## src/rtl/lut_eval.sv

```systemverilog
// -----------------------------------------------------------------------------
// lut_eval
//   Registered truth-table evaluator. Each of N_CH channels holds a
//   2^N_IN-bit table, and the current input vector indexes every table in
//   parallel. New tables are shifted serially into a shadow buffer. They are
//   copied into the active tables in a single edge, so evaluation never stalls
//   and never sees a half-written table.
//
// Ports
//   clk        in   rising-edge clock
//   rst_n      in   asynchronous active-low reset
//   cfg_start  in   begin (or restart) a table load
//   cfg_valid  in   cfg_bit is valid this cycle
//   cfg_bit    in   serial table bit; order is channel 0 first, address 0 first
//   cfg_busy   out  load in progress
//   cfg_done   out  one-cycle pulse after the new tables are committed
//   in_valid   in   in_vars valid this cycle
//   in_vars    in   table address, MSB = bit N_IN-1
//   out_valid  out  out_f updated (in_valid delayed by one cycle)
//   out_f      out  function results, bit c = channel c
// -----------------------------------------------------------------------------
module lut_eval #(
  parameter int N_IN = 4,
  parameter int N_CH = 2
) (
  input  logic            clk,
  input  logic            rst_n,
  input  logic            cfg_start,
  input  logic            cfg_valid,
  input  logic            cfg_bit,
  output logic            cfg_busy,
  output logic            cfg_done,
  input  logic            in_valid,
  input  logic [N_IN-1:0] in_vars,
  output logic            out_valid,
  output logic [N_CH-1:0] out_f
);

  localparam int DEPTH = 1 << N_IN;
  localparam int TOT   = N_CH * DEPTH;
  // TOT is a power-of-two multiple of DEPTH >= 4, so its last index fits here.
  localparam int CNT_W = $clog2(TOT);

  typedef enum logic {
    RUN  = 1'b0,
    LOAD = 1'b1
  } state_t;

  state_t                     r_state, w_state_nxt;
  logic [CNT_W-1:0]           r_cnt, w_cnt_nxt;
  logic [TOT-1:0]             r_shadow, w_shadow_nxt;
  // Packed so that flat bit c*DEPTH+addr is r_active[c][addr].
  logic [N_CH-1:0][DEPTH-1:0] r_active;
  logic                       w_last;
  logic                       r_done;
  logic                       r_vld_p1;
  logic [N_CH-1:0]            r_out_f_p1;
  logic [N_CH-1:0]            w_eval;

  // Load FSM. cfg_start has priority over cfg_valid in every state, so a bit
  // presented with the start pulse is dropped.
  always_comb begin
    w_state_nxt  = r_state;
    w_cnt_nxt    = r_cnt;
    w_shadow_nxt = r_shadow;
    w_last       = 1'b0;
    case (r_state)
      RUN: begin
        if (cfg_start) begin
          w_state_nxt = LOAD;
          w_cnt_nxt   = '0;
        end
      end
      LOAD: begin
        if (cfg_start) begin
          w_cnt_nxt = '0;
        end else if (cfg_valid) begin
          w_shadow_nxt[r_cnt] = cfg_bit;
          if (r_cnt == CNT_W'(TOT - 1)) begin
            w_last      = 1'b1;
            w_cnt_nxt   = '0;
            w_state_nxt = RUN;
          end else begin
            w_cnt_nxt = r_cnt + 1'b1;
          end
        end
      end
      default: w_state_nxt = RUN;
    endcase
  end

  always_ff @(posedge clk or negedge rst_n) begin
    if (!rst_n) begin
      r_state  <= RUN;
      r_cnt    <= '0;
      r_shadow <= '0;
      r_active <= '0;
      r_done   <= 1'b0;
    end else begin
      r_state  <= w_state_nxt;
      r_cnt    <= w_cnt_nxt;
      r_shadow <= w_shadow_nxt;
      // The commit copies the shadow together with the bit that arrives on
      // this same edge.
      if (w_last) begin
        r_active <= w_shadow_nxt;
      end
      r_done <= w_last;
    end
  end

  genvar g;
  generate
    for (g = 0; g < N_CH; g++) begin : g_ch
      assign w_eval[g] = r_active[g][in_vars];
    end
  endgenerate

  // ---- stage p0 -> p1: registered lookup --------------------------------
  // Reads the table as it was before this edge, so an evaluation that lands
  // on the commit edge still sees the old function.
  always_ff @(posedge clk or negedge rst_n) begin
    if (!rst_n) begin
      r_vld_p1   <= 1'b0;
      r_out_f_p1 <= '0;
    end else begin
      r_vld_p1 <= in_valid;
      if (in_valid) begin
        r_out_f_p1 <= w_eval;
      end
    end
  end

  assign cfg_busy  = (r_state == LOAD);
  assign cfg_done  = r_done;
  assign out_valid = r_vld_p1;
  assign out_f     = r_out_f_p1;

endmodule

```

## config.mk

```make
export PLATFORM = sky130hd
export DESIGN_NAME = lut_eval
export DESIGN_NICKNAME = d
export VERILOG_FILES = /design/src/rtl/lut_eval.sv
export SDC_FILE = /design/constraint.sdc
export NUM_CORES = 1
export LEC_CHECK = 0
export ABC_AREA = 0
export CAP_MARGIN = 30
export CORE_UTILIZATION = 40
export DETAILED_ROUTE_END_ITERATION = 8
export GPL_TIMING_DRIVEN = 0
export MAX_ROUTING_LAYER = met4
export PLACE_DENSITY = 0.58
export SLEW_MARGIN = 20
export SYNTH_ARGS = -nofsm -noshare
export SYNTH_HDL_FRONTEND = slang
export SYNTH_SLANG_ARGS = --single-unit
```

## constraint.sdc

```tcl
create_clock -name clk -period 1.9 [get_ports clk]
set_clock_uncertainty 0.05 [all_clocks]
set_input_delay 0.38 -clock clk [delete_from_list [all_inputs] [get_ports clk]]
set_output_delay 0.38 -clock clk [all_outputs]
set_load 0.02 [all_outputs]
```

# After elaboration in Yosys (flattened, before gate mapping)
# Index checks and enable logic that the tools add are counted.
# word_totals
reg_bits	74
word_cells	42
output_inout_bits	5
inputBits	10
# classes
bitwise	1
n_reduce_logical	2
muxes	24
addsub	1
n_eq_ne	3
order_cmp	3
# ops
cell	n
$mux 32	3
$bwmux 32	1
$mux 5	4
$mux 1	11
$pmux 5 s2	1
$bmux 1 s4	2
$lt 5x6->1 const B	1
$add 5x1->5 const B	1
$demux 1 s5	1
$eq 5x5->1 const B	1
$ge 5x1->1 const B	1
$lt 4x5->1 const B	1
$ne 3x3->1 const B	1
$ne 2x2->1 const B	1
$pmux 1 s2	1
$reduce_and 2->1	1
$logic_and 1x1->1	1
$not 1->1	1

# Logic depth before layout (Yosys ltp)
# Gate-level depths: netlist of the first run.
# logic_depth
word_depth	8
mapped_depth	7
ltp_nobuf	6

# Least setup slack after synthesis of the first run
# No wires, ideal clock.
# synth_path
path_type	register to register
start	register r_cnt[0]
end	register r_active[0] in the netlist's numbering
path_stages_with_launch	8
n_path_buf	1
setup_time_ps	125
path_slack_ps	11
synth_period_minus_slack_ps	1889
arrival_ps	1714
cell_sequence	dfrtp_1 ha_1 and3_1 ha_1 nand4b_1 clkinv_1 buf_2 mux2_2
# synth_via
elab_chain_cells	8
# synth_rtl
item	line_no	source
start: declaration	50	logic [CNT_W-1:0] r_cnt, w_cnt_nxt;
start signal: assignment	101	r_cnt <= w_cnt_nxt;
$lt 5x6->1 (not written as such) or $ge 5x1->1 (tied branches)	78	w_shadow_nxt[r_cnt] = cfg_bit;
$logic_and 1x1->1 (not written as such)	78	
$mux 1 (not written as such)	78	
$demux 1 s5	78	
$bwmux 32	78	
$mux 32	77	end else if (cfg_valid) begin
$mux 32	75	if (cfg_start) begin
$mux 32	67	case (r_state)
end signal: assignment	106	r_active <= w_shadow_nxt;
end: declaration	53	logic [N_CH-1:0][DEPTH-1:0] r_active;
# Several ways; a longest one is shown, not always the timed one.
# A chain may end at the register's enable or synchronous reset.

# Worst setup path in the final report of the first run
# layout_path
start	register r_cnt[0]
end	register r_active[9] in the netlist's numbering
# layout_rtl
item	line_no	source
$eq 5x5->1	79	if (r_cnt == CNT_W'(TOT - 1)) begin
$mux 1	79	
$mux 1	77	
$mux 1	75	
$mux 1	67	
named net w_last	54	logic w_last;
# The timed path passes the listed nets, and every way through them passes these cells.

==> impl_metrics.json, run 1 <==
{
  "crit-reg2reg-launch": "r_cnt[0]$_DFFE_PN0P_",
  "power.total_uw": 3330,
  "first_iter_violations": 70,
  "power_density_mw_per_mm2": 726,
  "synthesis.nets": 265,
  "nets": 317,
  "io_buffer_count": 11,
  "root_buffer": "clkbuf_8",
  "required_ns": 2.09,
  "place_ws_ns": -0.573,
  "max_stage_delay_ns": 0.46,
  "pin_count": 15,
  "gp_congestion": 0.766,
  "path_clk_slew_ns": 0.09,
  "synth_area_leader_cell": "dfrtp_1",
  "grt_pass1_vias": 2174,
  "grt_first_pass_wirelength_um": 11500,
  "cap_viol_max_count": 0,
  "ys_warn_count": 0,
  "fin_crit_sh": 1.01,
  "worst_pin_slew_ns": 0.532,
  "reg2reg_slack_ns": -0.02,
  "critPathBufInv": 3,
  "finalNonFillerCells": 411,
  "path_delay_family": "flip-flops",
  "ys_ff_latch": 74,
  "finalSetupViolCount": 10,
  "start_util": 0.419,
  "ant_nets": 0,
  "num_rows": 33,
  "rsz0062_at_grt": "true",
  "maxSlewViolCount": 0,
  "avgViaCountPerCell": 5.29,
  "cts_buffers": 9,
  "synth_common_cells": "dfrtp_1 (74), mux2_2 (52), nor2_1 (20), nand2_1 (19), mux2_4 (14)",
  "async_reset_ff_frac": 1.00,
  "cp_max_fo": 6,
  "yosysMostFrequentCell": "dfrtp_1",
  "core_area_mm2": 0.00834,
  "synth_top_area_share": 0.530,
  "dr.pass1.iters": 5,
  "tns_ns": -0.122,
  "worst-setup-path-type": "flop to flop",
  "post_synth.cell_area_avg_um2": 14.0,
  "reg2reg_depth": 8,
  "routed_wirelength_um": 7770,
  "crit_chain": "ha_4, and3_4, ha_1, nand4b_1, buf_6, clkinv_8, buf_12, mux2_4",
  "yosys-top-cells-area": "dfrtp_1 (53%), mux2_2 (17%), mux2_4 (6.0%)",
  "yosysUniqueCellTypes": 27,
  "cts_max_level": 3,
  "worst_setup_path_end_kind": "flop",
  "track_usage": 0.183,
  "grt_overflow": 0,
  "syn2layout_area_growth_pct": 31.0,
  "vias": 2176,
  "outcome": "finished, violations left",
  "fin_crit_ns": 1.92,
  "relSlewSlack": 0.646,
  "synth_cells": 249,
  "dieArea_mm2": 0.00912,
  "p_leak_uw": 0.00216,
  "synth-edff-count": 0,
  "clock-sinks": 74,
  "dp.final_hpwl_um": 4580,
  "startpoint_type": "flop",
  "crit_arrival_ns": 2.11,
  "failed_checks": "negative setup slack",
  "cp_slowest_cell": "dfrtp_2",
  "grt_max_degree": 45,
  "clockBufferDepth": 2,
  "max_freq_mhz": 520,
  "synth_ff_type": "dfrtp_1",
  "hold_path_class": "input port to asynchronous set/reset pin",
  "fin_ws_ns": -0.0228,
  "wl_per_cell_um": 18.9,
  "synth_area_mm2": 0.00350,
  "drive_above_1_share": 0.526,
  "die_w_um": 95.5,
  "antenna_found_initial": 0,
  "clk_latency_ns": 0.35,
  "synth-seq-area-share": 0.530,
  "place_inst": 366,
  "hold_viol": 0,
  "drcViolationCount": 0,
  "fp.dieH_um": 95.5,
  "tritoncts": "yes",
  "n_fill_cell": 708,
  "peakVddDrop_mv": 0.366,
  "r2r-end": "r_active[9]$_DFFE_PN0P_",
  "antenna_cells": 0
}
[cells in the final DEF (no fill, tap or decap), types with 5 or more instances in the layout]
| master | Yosys | final |
|---|---|---|
| nand2_2 | 0 | 8 |
| nor2_1 | 20 | 6 |
| clkbuf_8 | 0 | 9 |
| nand2_1 | 19 | 11 |
| clkdlybuf4s50_1 | 0 | 9 |
| mux2_2 | 52 | 35 |
| mux2_4 | 14 | 31 |
| mux4_1 | 8 | 8 |
| a21oi_1 | 5 | 5 |
| buf_4 | 5 | 24 |
| mux2i_1 | 6 | 6 |
| nand4b_1 | 5 | 5 |
| clkbuf_1 | 4 | 5 |
| nor2_4 | 0 | 10 |
| dfrtp_1 | 74 | 73 |
| buf_6 | 2 | 9 |
[worst max path at each step]
stage,startpoint,to,slack (ns),cells after the start
final,r_cnt[0]$_DFFE_PN0P_,r_active[9]$_DFFE_PN0P_,-0.02,8
after global routing,r_cnt[1]$_DFFE_PN0P_,r_active[18]$_DFFE_PN0P_,-0.08,8
after CTS,r_cnt[1]$_DFFE_PN0P_,r_active[9]$_DFFE_PN0P_,-0.01,7
after detailed placement,cfg_start,r_active[29]$_DFFE_PN0P_,-0.57,6
after global placement,rst_n,r_active[20]$_DFFE_PN0P_,-2.23,1
after floorplan,r_cnt[0]$_DFFE_PN0P_,r_active[0]$_DFFE_PN0P_,0.01,7
[registers in the layout (all words and copies together) (netlist names)]
name / cells
r_shadow: 32
r_cnt: 5
cfg_done: 1
cfg_busy: 1
r_active: 32
out_f: 2
out_valid: 1
[area by class of cell]
| cell class | instances | area [µm²] | area share |
|---|---|---|---|
| Clock inverter | 6 | 114 | 0.0249 |
| Clock buffer | 10 | 128 | 0.0279 |
| Buffer | 15 | 140 | 0.0306 |
| Timing Repair inverter | 1 | 8.76 | 0.00191 |
| Multi-Input combinational cell | 157 | 1760 | 0.384 |
| Inverter | 3 | 28.8 | 0.00628 |
| Sequential cell | 74 | 1850 | 0.405 |
| Timing Repair Buffer | 40 | 420 | 0.0918 |
| Tap cell | 105 | 131 | 0.0287 |
[timing repair]
action | in CTS | in global routing
endpoints found under the hold margin | 30 | 0
gates cloned | 1 | 3
pin swaps | 0 | 5
setup buffers | 13 | 11
endpoints found under the setup margin | 36 | 32
resized for setup | 47 | 45
hold buffers | 1 | 0
[metrics by stage]
step | util | hold slack (ns) | cell area, µm²
detailed placement | 0.451 | 0.299 | 3760
CTS | 0.513 | 0.445 | 4280
finish | 0.549 | 0.443 | 4580
global route | 0.549 | 0.455 | 4580
global placement | 0.448 | 0.425 | 3740
floorplan | - | 0.0344 | 3500
[per-layer routing]
metal | part of all wire | wire, µm | GRT usage | vias up
met5 | 0 | 0 | - | -
met1 | 0.47 | 3680 | 0.241 | 1122
met4 | 0.010 | 80 | 0.0485 | 0
met2 | 0.48 | 3710 | 0.271 | 46
met3 | 0.038 | 297 | 0.0614 | 8
li1 | - | - | - | 1000
[kinds of logic after synthesis]
| logic type | share of synthesized area |
|---|---|
| flip-flops | 0.530 |
| AO/OA/AOI/OAI | 0.0118 |
| buffers and inverters | 0.0304 |
| adder cells (fa/ha/maj) | 0.0215 |
| AND/OR/NAND/NOR | 0.102 |
| multiplexers | 0.305 |
[where the power goes]
part / switching, µW / internal (µW) / leakage (µW)
Sequential: 14.0 / 1600 / 0.00102
Clock: 611 / 877 / 0.000113
Combinational: 121 / 102 / 0.00103
Total: 747 / 2580 / 0.00216
Note: power is estimated with default switching activity, not from simulation.
==> run 2, diff against run 1 <==
--- a/config.mk
+++ b/config.mk
@@ -9,10 +9,10 @@
 export CAP_MARGIN = 30
 export CORE_UTILIZATION = 40
 export DETAILED_ROUTE_END_ITERATION = 8
-export GPL_TIMING_DRIVEN = 0
 export MAX_ROUTING_LAYER = met4
 export PLACE_DENSITY = 0.58
 export SLEW_MARGIN = 20
 export SYNTH_ARGS = -nofsm -noshare
 export SYNTH_HDL_FRONTEND = slang
 export SYNTH_SLANG_ARGS = --single-unit
+export TNS_END_PERCENT = 20
==> run 2 against run 1 <==
Effect of this change: the flow now finishes without violations; clock power decreased by 30%; wire length decreased by 2.2%; global-route usage increased by 0.25 points; count of clock-buffer cells in the layout up 2; worst hold slack worse by 0.0034 ns; sequential share of layout area is 1.5 points higher; final area decreased by 3.4%; register-to-register slack better by 0.03 ns; setup slack better by 0.032 ns; sequential power barely moved; die area is the same; largest cell class unchanged; largest power group unchanged; highest routed layer unchanged.
==> impl_metrics.json, run 2 (synthesis gave the netlist of run 1 again) <==
{
  "fin_ws_ns": 0.00886,
  "maxSlewViolCount": 0,
  "worst-path-stages": 7,
  "clock-sinks": 74,
  "syn2layout_area_growth_pct": 26.5,
  "gp_congestion": 0.786,
  "r2r-end": "r_active[21]$_DFFE_PN0P_",
  "grt_pass1_vias": 2195,
  "startpoint_type": "flop",
  "hold_path_class": "input port to asynchronous set/reset pin",
  "cp_max_fo": 8,
  "reg2reg_depth": 7,
  "hold-worst-slack_ns": 0.440,
  "clockBufferDepth": 2,
  "power.total_uw": 2880,
  "place_ws_ns": -0.436,
  "drcViolationCount": 0,
  "drive_above_1_share": 0.505,
  "crit_arrival_ns": 2.08,
  "core_area_mm2": 0.00834,
  "critPathBufInv": 2,
  "hold_viol": 0,
  "start_util": 0.419,
  "rsz0062_at_grt": "true",
  "dr.pass1.iters": 4,
  "grt_max_degree": 33,
  "num_rows": 33,
  "crit_chain": "ha_4, and3_4, ha_4, nand4b_1, clkinv_4, clkbuf_16, mux2_4",
  "layout_commonest_cell": "dfrtp_1",
  "fin_crit_sh": 0.995,
  "cts_max_level": 3,
  "io_buffer_count": 14,
  "max_freq_mhz": 529,
  "cap_viol_max_count": 0,
  "grt_overflow": 0,
  "routed_wirelength_um": 7600,
  "required_ns": 2.09,
  "fp.dieH_um": 95.5,
  "ant_nets": 0,
  "seq_area_mm2": 0.00186,
  "outcome": "complete, no violations",
  "vias": 2159,
  "antenna_cells": 0,
  "pin_count": 15,
  "worst_pin_slew_ns": 0.377,
  "reg_top3": "r_active (32), r_shadow (32), r_cnt (5)",
  "root_buffer": "clkbuf_8",
  "peakVddDrop_mv": 0.303,
  "reg2reg_slack_ns": 0.009,
  "cp_common_cell": "ha_4",
  "worst-setup-path-type": "flop to flop",
  "multi_input_area_mm2": 0.00167,
  "power_density_mw_per_mm2": 650,
  "tritoncts": "yes",
  "nets": 317,
  "wl_per_cell_um": 18.5,
  "dieArea_mm2": 0.00912,
  "finalSetupViolCount": 0,
  "final_cell_mix": "dfrtp_1 (71), mux2_2 (40), buf_4 (28)",
  "worst_setup_path_end_kind": "flop",
  "cp_slowest_cell": "dfrtp_2",
  "die_w_um": 95.5,
  "cts_buffers": 9,
  "track_usage": 0.186,
  "path_clk_slew_ns": 0.08,
  "first_iter_violations": 75,
  "crit-reg2reg-launch": "r_cnt[1]$_DFFE_PN0P_",
  "fin_crit_ns": 1.89,
  "antenna_found_initial": 0,
  "relSlewSlack": 0.749,
  "grt_first_pass_wirelength_um": 11800,
  "tns_ns": 0,
  "clk_latency_ns": 0.35,
  "dp.final_hpwl_um": 4750,
  "p_leak_uw": 0.00209,
  "avgViaCountPerCell": 5.27,
  "finalCoreUtilization": 0.530,
  "path_delay_family": "flip-flops",
  "n_fill_cell": 725,
  "max_stage_delay_ns": 0.45
}
-- run 2: changes by cell type in the layout (fill, tap and decap cells not counted), moves of 3 or more --
| cell | change |
|---|---|
| nor2_4 | -7 |
| buf_4 | +4 |
| mux4_1 | -3 |
| nand2_1 | +8 |
| buf_12 | +3 |
| mux2_4 | -5 |
| nor2_2 | +5 |
| nand2_2 | -8 |
| inv_6 | -3 |
| mux2_2 | +5 |
| mux4_2 | +3 |
| buf_6 | -3 |
| bufinv_16 | -3 |
-- run 2: layout make-up --
type	instances	share of cell area
Sequential cell	74	0.420
Multi-Input combinational cell	157	0.377
Timing Repair Buffer	56	0.136
Clock buffer	12	0.0306
Tap cell	105	0.0297
Clock inverter	3	0.00396
Inverter	3	0.00368
-- run 2: worst max path at each step --
stage,startpoint,to,slack (ns)
after floorplan,r_cnt[0]$_DFFE_PN0P_,r_active[0]$_DFFE_PN0P_,0.01
after global placement,cfg_start,r_active[22]$_DFFE_PN0P_,-0.45
after detailed placement,cfg_valid,r_active[22]$_DFFE_PN0P_,-0.44
after CTS,r_cnt[0]$_DFFE_PN0P_,r_active[12]$_DFFE_PN0P_,-0.01
after global routing,r_cnt[1]$_DFFE_PN0P_,r_active[21]$_DFFE_PN0P_,-0.05
final,r_cnt[1]$_DFFE_PN0P_,r_active[21]$_DFFE_PN0P_,0.009
-- run 2: power by group --
group          switching [µW]  leakage, µW  internal, µW
sequential               11.2      0.00102          1600
combinational             113      0.00100           114
clock                     572    0.0000762           464
-- run 2: layer usage --
metal	track usage	share of wire
met5	-	0
met2	0.245	0.42
met3	0.0526	0.035
met1	0.262	0.53
met4	0.0808	0.021
-- run 2: worst reg2reg max path: cells and delay by family, from the launching register on --
kind | cells | cell delay, ns
AND/OR/NAND/NOR | 2 | 0.30
buffers and inverters | 2 | 0.36
flip-flops | 1 | 0.45
adder cells (fa/ha/maj) | 2 | 0.33
multiplexers | 1 | 0.30
-- run 2: through the flow --
| step | area [µm²] | instances |
|---|---|---|
| after global placement | 3920 | 380 |
| after floorplan | 3500 | 249 |
| after detailed placement | 3920 | 380 |
| after CTS | 4190 | 399 |
| after global routing | 4420 | 410 |
| final | 4420 | 410 |
-- run 2: timing repair --
| item | 4_1_cts | 5_1_grt |
|---|---|---|
| hold buffers | 1 | 0 |
| pin swaps | 4 | 5 |
| endpoints found under the hold margin | 24 | 0 |
| gates resized for setup | 23 | 38 |
| buffers inserted | 2 | 8 |
| cloned | 1 | 3 |
| setup endpoints to repair | 34 | 34 |
